==> src/rtl/diffusion_scheduler.sv <==
// Shares one score-BRAM port among NUM_ENG diffusion engines (round-robin)
// and paces the diffusion steps through l_step / rdy / finished_all / done.
module diffusion_scheduler #(
  parameter int unsigned NUM_ENG    = 4,
  parameter int unsigned ADDR_WIDTH = 13,
  parameter int unsigned DATA_WIDTH = 32,
  parameter int unsigned MAX_STEPS  = 7
) (
  input  logic                          clk_i,
  input  logic                          rst_i,
  input  logic                          start_i,
  input  logic [NUM_ENG-1:0]            eng_req_i,
  input  logic [NUM_ENG-1:0]            eng_we_i,
  input  logic [NUM_ENG*ADDR_WIDTH-1:0] eng_addr_i,
  input  logic [NUM_ENG*DATA_WIDTH-1:0] eng_wdata_i,
  input  logic [NUM_ENG-1:0]            eng_finished_i,
  output logic [NUM_ENG-1:0]            conflict_o,
  output logic [DATA_WIDTH-1:0]         eng_rdata_o,
  output logic [NUM_ENG-1:0]            eng_rvalid_o,
  output logic [ADDR_WIDTH-1:0]         bram_addr_o,
  output logic [DATA_WIDTH-1:0]         bram_din_o,
  output logic                          bram_we_o,
  input  logic [DATA_WIDTH-1:0]         bram_dout_i,
  output logic [DATA_WIDTH-1:0]         l_step_o,
  output logic                          rdy_o,
  output logic                          finished_all_o,
  output logic                          done_o
);

  localparam int unsigned IDX_W = (NUM_ENG > 1) ? $clog2(NUM_ENG) : 1;

  typedef enum logic [1:0] {
    IDLE     = 2'd0,
    RUN      = 2'd1,
    STEP_END = 2'd2,
    DONE     = 2'd3
  } state_e;

  state_e                 state_q, state_d;
  logic [DATA_WIDTH-1:0]  l_step_q, l_step_d;
  logic                   rdy_q, rdy_d;
  logic                   fin_all_q, fin_all_d;
  logic                   done_q, done_d;
  logic [NUM_ENG-1:0]     sticky_q, sticky_d;
  logic [NUM_ENG-1:0]     fin_eff;

  logic [IDX_W-1:0]       rr_ptr_q, rr_ptr_d;
  logic [IDX_W-1:0]       grant_idx;
  logic [IDX_W-1:0]       cand;
  logic                   grant_vld;
  logic [NUM_ENG-1:0]     grant_oh;
  logic [NUM_ENG-1:0]     rvalid_q, rvalid_d;
  logic [ADDR_WIDTH-1:0]  last_addr_q, last_addr_d;
  logic [DATA_WIDTH-1:0]  last_din_q, last_din_d;

  logic [ADDR_WIDTH-1:0]  addr_a  [NUM_ENG];
  logic [DATA_WIDTH-1:0]  wdata_a [NUM_ENG];

  // Unpack the per-engine address/data buses
  always_comb begin
    for (int i = 0; i < NUM_ENG; i++) begin
      addr_a[i]  = eng_addr_i[i*ADDR_WIDTH +: ADDR_WIDTH];
      wdata_a[i] = eng_wdata_i[i*DATA_WIDTH +: DATA_WIDTH];
    end
  end

  // Round-robin search starting at rr_ptr; only arbitrates while running
  always_comb begin
    grant_vld = 1'b0;
    grant_idx = '0;
    grant_oh  = '0;
    cand      = '0;
    if (state_q == RUN) begin
      for (int unsigned k = 0; k < NUM_ENG; k++) begin
        cand = IDX_W'((32'(rr_ptr_q) + k) % NUM_ENG);
        if (!grant_vld && eng_req_i[cand]) begin
          grant_vld = 1'b1;
          grant_idx = cand;
        end
      end
    end
    grant_oh[grant_idx] = grant_vld;
  end

  // Pointer, held BRAM address/data and read-return tracking
  always_comb begin
    rr_ptr_d    = rr_ptr_q;
    last_addr_d = last_addr_q;
    last_din_d  = last_din_q;
    rvalid_d    = '0;
    if (grant_vld) begin
      rr_ptr_d    = (grant_idx == IDX_W'(NUM_ENG - 1)) ? '0 : grant_idx + IDX_W'(1);
      last_addr_d = addr_a[grant_idx];
      last_din_d  = wdata_a[grant_idx];
      if (!eng_we_i[grant_idx]) begin
        rvalid_d = grant_oh;
      end
    end
  end

  assign bram_we_o    = grant_vld & eng_we_i[grant_idx];
  assign bram_addr_o  = grant_vld ? addr_a[grant_idx]  : last_addr_q;
  assign bram_din_o   = grant_vld ? wdata_a[grant_idx] : last_din_q;
  assign conflict_o   = eng_req_i & ~grant_oh;
  assign eng_rvalid_o = rvalid_q;
  // BRAM output register is the read stage; gate it so idle cycles read as zero
  assign eng_rdata_o  = (|rvalid_q) ? bram_dout_i : '0;

  assign l_step_o       = l_step_q;
  assign rdy_o          = rdy_q;
  assign finished_all_o = fin_all_q;
  assign done_o         = done_q;

  // Finished reports in the restart-pulse cycle are stale from the prior step
  assign fin_eff = fin_all_q ? '0 : eng_finished_i;

  // Step FSM next-state and registered outputs
  always_comb begin
    state_d   = state_q;
    l_step_d  = l_step_q;
    rdy_d     = rdy_q;
    fin_all_d = 1'b0;
    done_d    = done_q;
    sticky_d  = sticky_q;
    unique case (state_q)
      IDLE, DONE: begin
        if (start_i) begin
          state_d   = RUN;
          l_step_d  = '0;
          rdy_d     = 1'b1;
          fin_all_d = 1'b1;
          done_d    = 1'b0;
          sticky_d  = '0;
        end
      end
      RUN: begin
        sticky_d = sticky_q | fin_eff;
        if (&sticky_d) begin
          state_d  = STEP_END;
          rdy_d    = 1'b0;
          sticky_d = '0;
          l_step_d = l_step_q + DATA_WIDTH'(1);
        end
      end
      STEP_END: begin
        if (l_step_q == DATA_WIDTH'(MAX_STEPS)) begin
          state_d = DONE;
          done_d  = 1'b1;
        end else begin
          state_d   = RUN;
          rdy_d     = 1'b1;
          fin_all_d = 1'b1;
        end
      end
      default: state_d = IDLE;
    endcase
  end

  always_ff @(posedge clk_i) begin
    if (rst_i) begin
      state_q     <= IDLE;
      l_step_q    <= '0;
      rdy_q       <= 1'b0;
      fin_all_q   <= 1'b0;
      done_q      <= 1'b0;
      sticky_q    <= '0;
      rr_ptr_q    <= '0;
      rvalid_q    <= '0;
      last_addr_q <= '0;
      last_din_q  <= '0;
    end else begin
      state_q     <= state_d;
      l_step_q    <= l_step_d;
      rdy_q       <= rdy_d;
      fin_all_q   <= fin_all_d;
      done_q      <= done_d;
      sticky_q    <= sticky_d;
      rr_ptr_q    <= rr_ptr_d;
      rvalid_q    <= rvalid_d;
      last_addr_q <= last_addr_d;
      last_din_q  <= last_din_d;
    end
  end

endmodule

==> config.mk <==
export PLATFORM = sky130hd
export DESIGN_NAME = diffusion_scheduler
export DESIGN_NICKNAME = d
export VERILOG_FILES = /design/src/rtl/diffusion_scheduler.sv
export SDC_FILE = /design/constraint.sdc
export NUM_CORES = 1
export LEC_CHECK = 0
export BUFFER_PORTS_ARGS = -buffer_cell sky130_fd_sc_hd__buf_4
export CAP_MARGIN = 20
export CELL_PAD_IN_SITES_DETAIL_PLACEMENT = 1
export CELL_PAD_IN_SITES_GLOBAL_PLACEMENT = 2
export CORE_UTILIZATION = 21
export DETAILED_ROUTE_END_ITERATION = 8
export PLACE_DENSITY_LB_ADDON = 0.08
export SLEW_MARGIN = 5
export SYNTH_ARGS = -nofsm -noshare
export SYNTH_HDL_FRONTEND = slang
export SYNTH_SLANG_ARGS = --single-unit
==> constraint.sdc <==
create_clock -name clk_i -period 2.4 [get_ports clk_i]
set_input_delay 0.48 -clock clk_i [delete_from_list [all_inputs] [get_ports clk_i]]
set_output_delay 0.48 -clock clk_i [all_outputs]
set_load 0.05 [all_outputs]
### Word-level counts from Yosys, hierarchy flattened

Index checks and enable logic that the tools add are counted.

* multiplexer cells: 56
* $add $sub $neg: 5
* equal/unequal tests: 9
* bitwise logic cells: 7
* order comparisons: 7
* reduce and logical (&&, ||, !) cells: 19

Operators by type and width (count)
* 2-to-1 mux 32 bit: 6
* binary-select mux 32 bit (select 2 bit): 1
* case mux 32 bit (2 select lines): 1
* 2-to-1 mux 13 bit: 3
* adder 32 x 1 -> 32 bit, second input constant: 1
* equality test 32 x 3 -> 1 bit, second input constant: 1
* binary-select mux 13 bit (select 2 bit): 1
* 2-to-1 mux 1 bit: 21
* 2-to-1 mux 2 bit: 9
* less-than comparator 2 x 3 -> 1 bit, second input constant: 5
* 2-to-1 mux 4 bit: 3
* binary-select mux 1 bit (select 2 bit): 5
* AND reduction 3 bit: 3
* bitwise AND 4 bit: 2
* case mux 4 bit (2 select lines): 1
* equality test 2 bit, second input constant: 3
* inequality test 2 bit, second input constant: 3
* case mux 2 bit (3 select lines): 1
* adder 2 x 1 -> 2 bit, second input constant: 2
* adder 2 bit, second input constant: 2
* logical AND 1 bit: 4
* NOT 4 bit: 1
* OR 4 bit: 1
* case mux 1 bit (2 select lines): 2
* 17 further kinds: 21

* flip-flop bits (word level): 92
* input port bits: 227
* output and inout bits: 121
* word-level logic and storage cells: 113

### Depth between registers and ports, before layout

* word-level depth: 23
* gate-level depth with buffers: 9
* depth with buffers taken out: 8

### Worst setup path before layout

No wires, ideal clock.

* path kind: input to output
* start point: input port eng_req_i[0]
* end point: output port bram_din_o[21]
* path slack: -1.008 ns
* cell stages on the path: 7
* data required time: 1.920 ns
* arrival: 2.928 ns
* path through: nand2b_1 a221oi_1 o211ai_2 inv_2 buf_2 mux2_2 o21ai_0

* word-level cells in the longest chain between the ends: 21

Ends and longest elaborated chain
* from (decl): line 12 `input logic [NUM_ENG-1:0] eng_req_i,`
* binary-select mux 1 bit (select 2 bit): line 76 `if (!grant_vld && eng_req_i[cand]) begin`
* 2-to-1 mux 1 bit (not written as such): line 76
* 2-to-1 mux 1 bit: line 76
* 2-to-1 mux 1 bit: line 73 `if (state_q == RUN) begin`
* logical NOT 1 bit: line 76
* logical AND 1 bit: line 76
* 2-to-1 mux 1 bit: line 76
* 2-to-1 mux 1 bit: line 73
* [4 not listed]
* logical NOT 1 bit: line 76
* logical AND 1 bit: line 76
* 2-to-1 mux 2 bit: line 76
* 2-to-1 mux 2 bit: line 73
* NOT 2 -> 3 bit (not written as such): line 103 `assign bram_din_o = grant_vld ? wdata_a[grant_idx] : last_din_q;`
* binary-select mux 32 bit (select 2 bit): line 103
* 2-to-1 mux 32 bit (not written as such) (2 in a row): line 103
* 2-to-1 mux 32 bit (*)
* to (decl): line 21 `output logic [DATA_WIDTH-1:0] bram_din_o,`

Every way passes the cells marked *; elsewhere a longest branch is shown, timed or not. The select of a mux whose other input is x is not followed.

### Worst setup path after layout

* start point: register rr_ptr_q[0]
* end point: output port bram_din_o[23]

* word-level cells in the longest chain between the ends: 21

Ends and longest elaborated chain
* from (decl): line 47 `logic [IDX_W-1:0] rr_ptr_q, rr_ptr_d;`
* from (signal assigned): line 178 `rr_ptr_q <= rr_ptr_d;`
* binary-select mux 1 bit (select 2 bit): line 76
* 2-to-1 mux 1 bit (not written as such): line 76
* 2-to-1 mux 1 bit: line 76
* 2-to-1 mux 1 bit: line 73
* logical NOT 1 bit: line 76
* logical AND 1 bit: line 76
* 2-to-1 mux 1 bit: line 76
* 2-to-1 mux 1 bit: line 73
* [4 not listed]
* logical NOT 1 bit: line 76
* logical AND 1 bit: line 76
* 2-to-1 mux 2 bit: line 76
* 2-to-1 mux 2 bit: line 73
* NOT 2 -> 3 bit (not written as such): line 103
* binary-select mux 32 bit (select 2 bit): line 103
* 2-to-1 mux 32 bit (not written as such) (2 in a row): line 103
* 2-to-1 mux 32 bit (*)

Marks and branches as above.

==> results.cfg <==
[status]
status = complete, but fails checks
violations = setup timing

[timing]
finalSetupTns_ns = -25.96
fmax_ghz = 0.338
finalCritPeriodShare = 1.23
final-hold-violation-count = 0
slew_headroom = 0.717
max_slew.worst_pin.slew_ns = 0.423
grt_setup_unrepaired = true
setup_ws_ns = -0.557
skew_ns = 0.0169
drv_slew = 0
fin_crit_ns = 2.96
setup_viol = 50

[floorplan]
initial_core_util = 0.216
die-width_um = 172
die_area_um2 = 29600
rows = 61
core_area_um2 = 28200
die_h_um = 172
boundaryPins = 348

[placement]
dp_hpwl_mm = 19.6
place_ws_ns = -0.700
dp.cells = 1481
routabilityCongestion = 0.722
io_buffers = 347

[clock_tree]
cts_root_buffer = clkbuf_16
cts-htree-levels = 3
worstSkewPairLatency_ns = 0.36
cts_made_buffers = 9
ctsHoldBuffers = 0
cts_sinks = 92
cts_tree = done
clock_tree.buffer_depth = 2
clkTransAtPathRegs_ns = 0.08

[power_and_ir_drop]
intPower_uw = 5290
power_uw = 9490
p_seq_frac = 0.194
p_sw_uw = 4200
combPwrFrac = 0.641
clkPwrFrac = 0.164
p_sw_frac = 0.443
power_density_nw_per_um2 = 821
ir_drop_mv = 0.381
power_leakage_uw = 0.00530

[setup_path]
critPathArrivalTime_ns = 2.48
critical_path_class = flop to output pin
r2r_setup_slack_ns = 0.14
reg2reg_to = eng_rvalid_o[0]
worstSetupEndpointType = output pin
r2r_cells = 13
worstPathRequired_ns = 1.92
crit_end = bram_din_o[23]
rr_startpoint = rr_ptr_q[0]
critPathLaunch = rr_ptr_q[0]
cp_max_fo = 9
cp-start-kind = flop

[finish]
fillers = 3245
multi_input_area_um2 = 4840
layout-drive-gt1-share = 0.522
n_antenna_cell = 0
final_common_cell = buf_4
final_nets = 1371
seq_area_um2 = 1840
layout_common_cells = buf_4, mux2i_1, dfxtp_1
final_cells = 1519
syn_to_final_growth_pct = 90.1

[route]
wl_per_cell_um = 17.4
drcViolationCount = 0
drtIter0Drc = 246
dr.pass1.iters = 4
via_per_inst = 4.55
ant_nets = 0
wl_mm = 26.4
vias = 6914

[synth]
avgSynthCellArea_um2 = 8.38
yosys_warnings = 0
synth_seq_cells = 92
async_reset_ff_frac = 0
synth_edf_count = 0
seq_area_frac_synth = 0.303
syn_inst = 726
ys.flop_type = dfxtp_1
syn_area_um2 = 6080
synth_cell_types = 51
syn_nets = 961

[global_route]
grt_usage = 0.174
grt_pass1_vias = 7147
overflow = 0
grt_pass1_wl_mm = 39.5
antenna_found_initial = 0
grt_max_degree = 37

[flow_run]
max_cap_violations = 0

[min_path]
hp-class = flop to flop
min-delay-start = sticky_q[0]
[stage by stage]
stage / utilization / instance area [µm²] / hold WS (ns)
finish: 0.411 / 11600 / 0.476
global route: 0.411 / 11600 / 0.498
CTS: 0.405 / 11400 / 0.482
detailed placement: 0.365 / 10300 / 0.463
global placement: 0.365 / 10300 / 0.448
floorplan: - / 6710 / 0.437
[cell families (layout without fill, tap and decap cells)]
| group | after synthesis | in the layout | synth area share |
|---|---|---|---|
| XOR/XNOR | 16 | 16 | 0.0230 |
| flip-flops | 92 | 92 | 0.303 |
| adder cells (fa/ha/maj) | 8 | 8 | 0.0165 |
| buffers and inverters | 68 | 483 | 0.0467 |
| AO/OA/AOI/OAI | 154 | 154 | 0.141 |
| AND/OR/NAND/NOR | 249 | 249 | 0.232 |
| multiplexers | 139 | 139 | 0.238 |
[power by group through the flow]
| stage | combinational, µW | clock [µW] | sequential, µW |
|---|---|---|---|
| 2_1_floorplan | 3360 | 0 | 1910 |
| 4_1_cts | 6050 | 1630 | 1840 |
| 3_3_place_gp | 5210 | 0 | 1860 |
| 6_report | 6090 | 1560 | 1840 |
| 3_5_place_dp | 5200 | 0 | 1870 |
| 5_1_grt | 6460 | 1670 | 1870 |
[state kept, by name, summed over array words and instances, names as in the netlist]
register	count
state_q	2
rr_ptr_q	2
eng_rvalid_o	4
last_addr_q	13
last_din_q	32
finished_all_o	1
rdy_o	1
sticky_q	4
done_o	1
l_step_o	32
[timing repair]
item                                    4_1_cts  5_1_grt
cloned                                        7        1
endpoints found under the setup margin       51      101
setup buffers                                 9        6
gates resized for setup                     152       28
pin swaps                                     5       11
endpoints found under the hold margin         0        0
[metal layers]
layer	GRT usage	wire length [µm]
met5	0	0
met4	0.0331	204
met3	0.0405	1620
met2	0.312	13600
met1	0.210	11000
[cell usage after synthesis (14+ instances only)]
| master | instances | share of area |
|---|---|---|
| a21oi_1 | 23 | 0.019 |
| dfxtp_1 | 92 | 0.30 |
| clkbuf_1 | 34 | 0.021 |
| nand3b_1 | 47 | 0.058 |
| nor2b_1 | 37 | 0.038 |
| o21ai_0 | 101 | 0.083 |
| inv_1 | 15 | 0.0093 |
| nand2_1 | 64 | 0.039 |
| mux2i_1 | 94 | 0.15 |
| xor2_1 | 14 | 0.020 |
| buf_2 | 14 | 0.012 |
| mux2_2 | 45 | 0.083 |
| nor2_1 | 31 | 0.019 |
[final cells by class]
class,count,area share
Sequential cell,92,0.160
Tap cell,378,0.0409
Clock inverter,7,0.00790
Inverter,16,0.00606
Multi-Input combinational cell,566,0.419
Timing Repair Buffer,451,0.347
Clock buffer,9,0.0195
[critical path: stages (launching register included)]
cell and delay (ns):
dfxtp_2 0.34, inv_2 0.06, buf_6 0.12, a221oi_4 0.28, o211ai_1 0.20, buf_4 0.22
buf_8 0.16, mux2i_1 0.12, mux2_4 0.29, o21ai_4 0.15, buf_6 0.17
[how the worst min path moves through the flow]
stage / to / slack (ns) / cells past startpoint
3_5_place_dp: sticky_q[2] / 0.46 / 2
2_1_floorplan: sticky_q[0] / 0.44 / 2
3_3_place_gp: sticky_q[2] / 0.45 / 2
6_report: sticky_q[0] / 0.48 / 2
5_1_grt: sticky_q[2] / 0.50 / 2
4_1_cts: sticky_q[2] / 0.48 / 2
(Power assumes the default switching activity.)
